## config.mk

```make
export PLATFORM = sky130hd
export DESIGN_NAME = pipe_reg_bank
export DESIGN_NICKNAME = d
export VERILOG_FILES = /design/src/rtl/pipe_reg_bank.sv
export SDC_FILE = /design/constraint.sdc
export NUM_CORES = 1
export LEC_CHECK = 0
export BUFFER_PORTS_ARGS = -buffer_cell sky130_fd_sc_hd__buf_2
export CORE_MARGIN = 3
export CORE_UTILIZATION = 47
export CTS_CLUSTER_SIZE = 24
export DETAILED_ROUTE_END_ITERATION = 8
export PLACE_DENSITY = 0.87
export SETUP_SLACK_MARGIN = 0.05
export SLEW_MARGIN = 40
export SYNTH_ARGS = -nofsm -noshare
export SYNTH_HDL_FRONTEND = slang
export SYNTH_SLANG_ARGS = --single-unit
```

## constraint.sdc

```tcl
create_clock -name clk -period 5.6 [get_ports clk]
set_input_delay 0.28 -clock clk [delete_from_list [all_inputs] [get_ports clk]]
set_output_delay 0.28 -clock clk [all_outputs]
set_load 0.01 [all_outputs]
```

## src/rtl/pipe_reg_bank.sv

```systemverilog
// pipe_reg_bank: DEPTH-stage valid/ready register bank moving NUM_CH x WIDTH beats with bubble collapsing.
// Optional macro PIPE_REG_OCC_EN adds the occupancy output and its counter.
module pipe_reg_bank #(
    parameter int unsigned WIDTH  = 32,
    parameter int unsigned NUM_CH = 2,
    parameter int unsigned DEPTH  = 1
) (
    input  logic                      clk,
    input  logic                      reset,
    input  logic                      flush,
    input  logic                      in_valid,
    output logic                      in_ready,
    input  logic [NUM_CH*WIDTH-1:0]   in_data,
    output logic                      out_valid,
    input  logic                      out_ready,
    output logic [NUM_CH*WIDTH-1:0]   out_data
`ifdef PIPE_REG_OCC_EN
    ,
    output logic [$clog2(DEPTH+1)-1:0] occupancy
`endif
);

    localparam int unsigned DW = NUM_CH * WIDTH;

    logic [DEPTH-1:0] v;
    logic [DEPTH-1:0] rdy;
    logic [DW-1:0]    data_q [DEPTH];
    logic             in_xfer;

    // A stage may load when some stage at or beyond it is empty, or the consumer is draining.
    function automatic logic stage_rdy(input int unsigned idx,
                                       input logic [DEPTH-1:0] vv,
                                       input logic ordy);
        logic r;
        r = ordy;
        for (int unsigned j = idx; j < DEPTH; j++) begin
            r = r | ~vv[j];
        end
        return r;
    endfunction

    always_comb begin
        rdy = '0;
        for (int unsigned i = 0; i < DEPTH; i++) begin
            rdy[i] = stage_rdy(i, v, out_ready);
        end
    end

    assign in_ready  = rdy[0] & ~flush;
    assign in_xfer   = in_valid & in_ready;
    assign out_valid = v[DEPTH-1];
    assign out_data  = data_q[DEPTH-1];

    // Stage shift: data registers only load from a valid source, bubbles just move the valid bit.
    always_ff @(posedge clk) begin
        if (reset) begin
            v <= '0;
            for (int unsigned i = 0; i < DEPTH; i++) begin
                data_q[i] <= '0;
            end
        end else if (flush) begin
            v <= '0;
        end else begin
            if (rdy[0]) begin
                v[0] <= in_xfer;
                if (in_xfer) begin
                    data_q[0] <= in_data;
                end
            end
            for (int unsigned i = 1; i < DEPTH; i++) begin
                if (rdy[i]) begin
                    v[i] <= v[i-1];
                    if (v[i-1]) begin
                        data_q[i] <= data_q[i-1];
                    end
                end
            end
        end
    end

`ifdef PIPE_REG_OCC_EN
    localparam int unsigned OW = $clog2(DEPTH + 1);

    logic          out_xfer;
    logic [OW-1:0] occ_q;

    assign out_xfer = out_valid & out_ready;

    // Beat count tracks transfers; internal bubble movement never changes it.
    always_ff @(posedge clk) begin
        if (reset || flush) begin
            occ_q <= '0;
        end else if (in_xfer && !out_xfer) begin
            occ_q <= occ_q + OW'(1);
        end else if (out_xfer && !in_xfer) begin
            occ_q <= occ_q - OW'(1);
        end
    end

    assign occupancy = occ_q;
`endif

endmodule

```

## Word-level counts from Yosys, hierarchy flattened

Memory sizes are Yosys's and may differ from the RTL's.
Cells that the tools add are included.

- Memories: 1
- Input port bits: 69
- Flip-flop bits (word level): 1
- Bits in writable memories: 64

Memories:

| memory | depth | width | rd ports | clocked after memory_dff | wr ports | RTL line | RTL |
|---|---|---|---|---|---|---|---|
| data_q | 1 | 64 | 1 | 0 | 1 | 27 | `logic [DW-1:0] data_q [DEPTH];` |

- Reduce and logical (&&, ||, !) cells: 2
- Bitwise gates (word level): 5
- Muxes and demuxes: 9

Operators with widths:

| cell | count |
|---|---|
| 64-bit two-way mux | 1 |
| 64-bit OR reduction | 1 |
| 1-bit two-way mux | 8 |
| 1-bit bitwise AND | 2 |
| 1-bit inverter | 2 |
| 2-bit OR reduction | 1 |
| 1-bit bitwise OR | 1 |

## Logic depth before layout (Yosys ltp)

Gate-level depths: netlist of run 1.

- Depth in word-level cells: 11
- Depth in mapped cells: 4
- Mapped depth without buffers: 2

## Least setup slack after synthesis of run 1

No wires, ideal clock.

- Kind: register -> register
- Start point: reg v, in the netlist out_valid
- End point: mem data_q[0][0] (netlist name), enable pin
- Required time: 5101 ps
- Path slack: 1376 ps
- Data arrival time: 3725 ps
- Setup time: 499 ps
- Stages on the path, launching flop included: 5
- Cells stage by stage: dfxtp_1 > nor2b_4 > buf_6 > buf_6 > o21bai_1

- Longest elaborated chain between the ends: 11

RTL lines:

| item | RTL line | RTL |
|---|---|---|
| from (decl) | 25 | `logic [DEPTH-1:0] v;` |
| from (signal, indexed assignment) | 72 | `v[i] <= v[i-1];` |
| 1-bit inverter (*) | 37 | `r = r \| ~vv[j];` |
| 1-bit bitwise OR (*) | 37 |  |
| 1-bit bitwise AND | 49 | `assign in_ready = rdy[0] & ~flush;` |
| 1-bit bitwise AND | 50 | `assign in_xfer = in_valid & in_ready;` |
| 1-bit two-way mux | 66 | `if (in_xfer) begin` |
| 1-bit two-way mux (*) | 64 | `if (rdy[0]) begin` |
| 1-bit two-way mux (*) | 61 | `end else if (flush) begin` |
| 1-bit two-way mux (*) | 56 | `if (reset) begin` |
| 1-bit two-way mux (not written as such) (*) | 67 | `data_q[0] <= in_data;` |
| 64-bit OR reduction (no source line) | - |  |
| 1-bit two-way mux (no source line) (*) | - |  |
| to (decl) | 27 |  |

Mark *: on every way between the ends. The rest lies on a longest branch, timed or not.

## Worst setup path after layout of run 1

- Start point: reg v, in the netlist out_valid
- End point: out in_ready

- Longest elaborated chain between the ends: 3

RTL lines:

| item | RTL line | RTL |
|---|---|---|
| 1-bit inverter | 37 |  |
| 1-bit bitwise OR | 37 |  |
| 1-bit bitwise AND | 49 |  |
| to (decl) | 12 | `output logic in_ready,` |

No other way between the ends.

==> results of run 1 <==
-- cell usage after synthesis --
cell type  number  share of area
o21bai_1        1         0.0025
buf_2          10          0.017
nand2b_4        1         0.0045
buf_6          10          0.037
nor4b_2        49           0.24
edfxtp_1       64           0.64
nor4b_1        15          0.043
dfxtp_1         1         0.0066
nor2_1          2         0.0025
nor2b_4         1         0.0045
o21a_1          1         0.0025
buf_1           1         0.0012
-- metrics by stage --
| step | hold WS [ns] | util | cells | power, mW | area [um2] |
|---|---|---|---|---|---|
| after floorplan | 0.4038 | - | 156 | 0.6590 | 3025 |
| after global placement | 0.5416 | 0.6026 | 346 | 0.7064 | 3652 |
| after detailed placement | 0.5517 | 0.6071 | 347 | 0.7108 | 3680 |
| after CTS | 0.2004 | 0.6383 | 363 | 1.096 | 3869 |
| after global routing | 0.2153 | 0.6416 | 364 | 1.129 | 3889 |
| final | 0.2160 | 0.6416 | 364 | 1.086 | 3889 |
-- flip-flops by register name, summed over array words and instances, names as in the netlist --
signal     flops
data_q        64
out_valid      1
-- cell families after synthesis --
family,synth area share
flops,0.6419
buf+inv,0.05500
simple gates,0.2982
compound gates,0.004965
-- path summary, 6_finish.rpt --
| kind | endpoint | cells after the start |
|---|---|---|
| setup / recovery | in_ready | 4 |
| hold / removal | out_valid | 2 |
| setup reg to reg | data_q[0][26] | 4 |
| hold reg to reg | out_valid | 3 |
-- worst max-delay path, cell delays in order, from the launching register on --
cell and delay [ns]:
dfxtp_1 0.33, nor2b_4 0.18, buf_6 0.55, nor2_1 0.08, buf_2 0.16
-- metal layers --
| layer | up-vias | track usage |
|---|---|---|
| li1 | 902 | - |
| met4 | 0 | 0.08357 |
| met3 | 14 | 0.04848 |
| met1 | 929 | 0.1961 |
| met5 | - | 0 |
| met2 | 82 | 0.2894 |
-- area by class of cell --
class	count	area (um2)
sequential	65	1942
clock inverter	3	40.04
multi-input combinational	70	928.4
timing repair buffer	138	735.7
tap	75	93.84
clock buffer	13	148.9
fill	470	2172
-- power by group through the flow --
stage / clock network, mW / registers (mW) / logic (mW)
after floorplan: 0 / 0.601 / 0.0581
after global placement: 0 / 0.583 / 0.124
after detailed placement: 0 / 0.583 / 0.128
after CTS: 0.395 / 0.572 / 0.128
after global routing: 0.416 / 0.573 / 0.139
final: 0.385 / 0.571 / 0.129
==> impl_metrics.ini, run 1 <==
[pwr]
p_int_mw = 0.8388
ir_drop_uv = 168.8
pwr-share-comb = 0.119
p_leak_nw = 1.563
p_switching_mw = 0.2467
power.share.clock = 0.354
power_density_nw_per_um2 = 279.1
p_sw_frac = 0.2273
seq_power_share = 0.526

[grt]
grt_remaining_overflow = 0
grt_pass1_wl_mm = 9.666
grt_max_degree = 67
antenna_found_initial = 0
grt_usage = 0.1697
grt_pass1_vias = 1992

[die]
ios = 135
coreArea_um2 = 6061
die_w_um = 86.23
start_util = 0.4992
fp-row-count = 28
dieArea_um2 = 7436
die_h_um = 86.23

[timing]
rsz0062_at_grt = false
slew_violations = 0
slew_headroom = 0.5506
fmaxAchievable_mhz = 520.2
setup_slack_ns = 3.678
fin_crit_ns = 1.922
setup_viol = 0
worstMarginPinSlew_ns = 0.6741
fin_crit_sh = 0.3432
final.setup_skew_ns = 0.008315
finalHoldViolCount = 0
tns_ns = 0

[cts]
clock_latency_ns = 0.33
cts_setup_buffers = 0
ctsHoldBuffers = 0
clk_pin_slew_worst_paths_ns = 0.06
cts_tree = done
cts_num_sinks = 65
clock_path_buffers = 2
clockRootBuffer = clkbuf_8
htree_levels = 3
numCtsBuffers = 9
ctsResizeCount = 0

[placed_design]
place_congestion = 0.7486
portBuffers = 134
preCtsSetupSlack_ns = 3.353
hpwl_mm = 4.118

[critical_path]
path_class = reg2out
worstPathRequired_ns = 5.32
crit_path_start_kind = register
r2r_slack_ns = 4.08
crit_path_max_fanout = 66
cp-end-kind = output pin
crit_start = out_valid
regToRegStartpoint = out_valid
cp.arrival_ns = 1.64

[routing]
remaining_drc_errors = 0
dr_wl_met2_mm = 3.225
wl_per_cell_um = 17.20
met3_length_um = 501
highest_layer = met4
ant_nets = 0
drt_pre_antenna_iters = 5
wl_met1_mm = 2.370
dr.first_iter.drc_count = 80
wirelength_mm = 6.261
num_vias = 1927
via_per_inst = 5.294

[run_status]
status = complete, no violations

[cells_and_area]
nets = 353
final_common_cell = buf_2
drive_gt1_frac = 0.7024
syn2layout_area_growth_pct = 28.54
diodes = 0
layout_common_cells = 133 x buf_2, 64 x edfxtp_1, 49 x nor4b_2

[synthesis]
synth.avg_cell_area_um2 = 19.39
yosys.cell_types.count = 12
synth.yosys.seq_area_share = 0.6419
yosysWarnings = 0
synth_area_um2 = 3025
synth-seq-cells = 65
syn-num-nets = 225
synth_cells = 156

[min_path]
hp-class = in2reg
hold_start = in_valid

[job]
cap_viol_max_count = 0
Power figures use the tool's default switching activity.
==> run 2: changes to the inputs <==
- clock period: 5.6 -> 2 ns (I/O delays scaled with it)
==> run 2 against run 1 <==
Final cell count increased by 0.55%; count of clock-buffer cells in the layout decreased by 1; routed wire length increased by 6.3%; clock power increased to 2.7 times the previous value; register-to-register slack got worse by 3.5 ns; cell area about the same; critical path depth unchanged; flip-flop and latch count unchanged; combinational power increased to 2.8 times the previous value; via count increased by 1.3%; worst setup slack got worse by 3.2 ns; largest cell class unchanged; largest power group unchanged.
==> impl_metrics.ini, run 2 (synthesis results as in run 1) <==
[routing]
wl_per_cell_um = 18.19
ant_nets = 0
wirelength_mm = 6.657
via_per_inst = 5.333
drt_pre_antenna_iters = 4
dr.first_iter.drc_count = 88
num_vias = 1952
remaining_drc_errors = 0

[pwr]
ir_drop_uv = 535.5
power.total_mw = 3.008
p_leak_nw = 1.565
power_density_nw_per_um2 = 773.8

[timing]
fin_crit_sh = 0.7820
fmaxAchievable_mhz = 639.4
fin_crit_ns = 1.564
tns_ns = 0
final.setup_skew_ns = 0.005204
setup_slack_ns = 0.4360
slew_violations = 0
finalHoldViolCount = 0
worstMarginPinSlew_ns = 0.5383
slew_headroom = 0.6411
setup_viol = 0
rsz0062_at_grt = false

[cts]
cts_setup_buffers = 0
clock_path_buffers = 2
cts_num_sinks = 65
clockRootBuffer = clkbuf_8
numCtsBuffers = 9
clk_pin_slew_worst_paths_ns = 0.07
cts_tree = done
ctsHoldBuffers = 0
htree_levels = 3
ctsResizeCount = 0
clock_latency_ns = 0.33

[run_status]
status = complete, no violations

[critical_path]
crit_path_max_fanout = 26
path_class = reg2out
cp.arrival_ns = 1.46
crit_start = out_valid
regToRegStartpoint = out_valid
worstPathRequired_ns = 1.90
crit_path_start_kind = register
cp-end-kind = output pin

[cells_and_area]
top_register = data_q
nets = 355
final_common_cell = buf_2
diodes = 0
layout_common_cells = 133 x buf_2, 64 x edfxtp_1, 49 x nor4b_2
syn2layout_area_growth_pct = 28.49
drive_gt1_frac = 0.7045
final_core_util = 0.6414
largest_register_ffs = 64
final_cell_count_no_fill = 366

[grt]
grt-busiest-layer = met2
grt_pass1_vias = 1967
grt_use_met3 = 0.05228
antenna_found_initial = 0
grt_max_degree = 66
grt_usage = 0.1799
grt_remaining_overflow = 0
grtUsageMet1 = 0.2035
met2_usage = 0.3104
grt_pass1_wl_mm = 10.03

[die]
ios = 135
dieArea_um2 = 7436
die_w_um = 86.23
die_h_um = 86.23
coreArea_um2 = 6061
fp-row-count = 28
start_util = 0.4992

[placed_design]
portBuffers = 134
dp.cells = 350
place_congestion = 0.6833
preCtsSetupSlack_ns = 0.5854
hpwl_mm = 4.528

[min_path]
hold_start = in_valid
hp-class = in2reg

[job]
cap_viol_max_count = 0
==> run 2: changes by cell type in the layout (fill, tap and decap cells not counted) <==
cell,previous run,this run
buf_4,1,5
buf_6,2,0
clkbuf_8,10,9
clkinv_1,0,1
dfxtp_1,1,0
dfxtp_2,0,1
==> run 2: per-stage QoR <==
step	cell area (um2)	hold slack, ns
after floorplan	3042	0.2238
after global placement	3709	0.3613
after detailed placement	3709	0.3831
after CTS	3887	0.02664
after global routing	3887	0.02375
final	3887	0.04338
==> run 2: layer usage <==
layer,wire length (um),vias up
met1,2401,951
met3,496,14
li1,-,906
met5,0,-
met2,3603,81
met4,156,0
==> run 2: worst paths after layout <==
| path | slack, ns | end | depth (start not counted) |
|---|---|---|---|
| worst min-delay path | 0.04 | out_valid | 2 |
| worst max-delay path | 0.44 | in_ready | 4 |
| worst max register to register | 0.58 | data_q[0][21] | 3 |
| worst min register to register | 0.76 | data_q[0][58] | 2 |
==> run 2: power by group <==
group | switching (mW) | leakage [nW] | internal, mW
registers | 0.0202 | 0.700 | 1.58
logic | 0.205 | 0.773 | 0.161
clock network | 0.472 | 0.0918 | 0.569
total | 0.697 | 1.56 | 2.31
==> run 2: cell type report <==
type / count / area, um2
Fill cell: 478 / 2173
Sequential cell: 65 / 1943
Multi-Input combinational cell: 70 / 928.4
Timing Repair Buffer: 140 / 743.2
Clock buffer: 12 / 135.1
Tap cell: 75 / 93.84
Clock inverter: 4 / 43.79
==> run 2: critical path, stage by stage, from the launching register on <==
cell,delay (ns)
dfxtp_2,0.33
nor2b_4,0.19
buf_4,0.39
nor2_1,0.07
buf_2,0.15
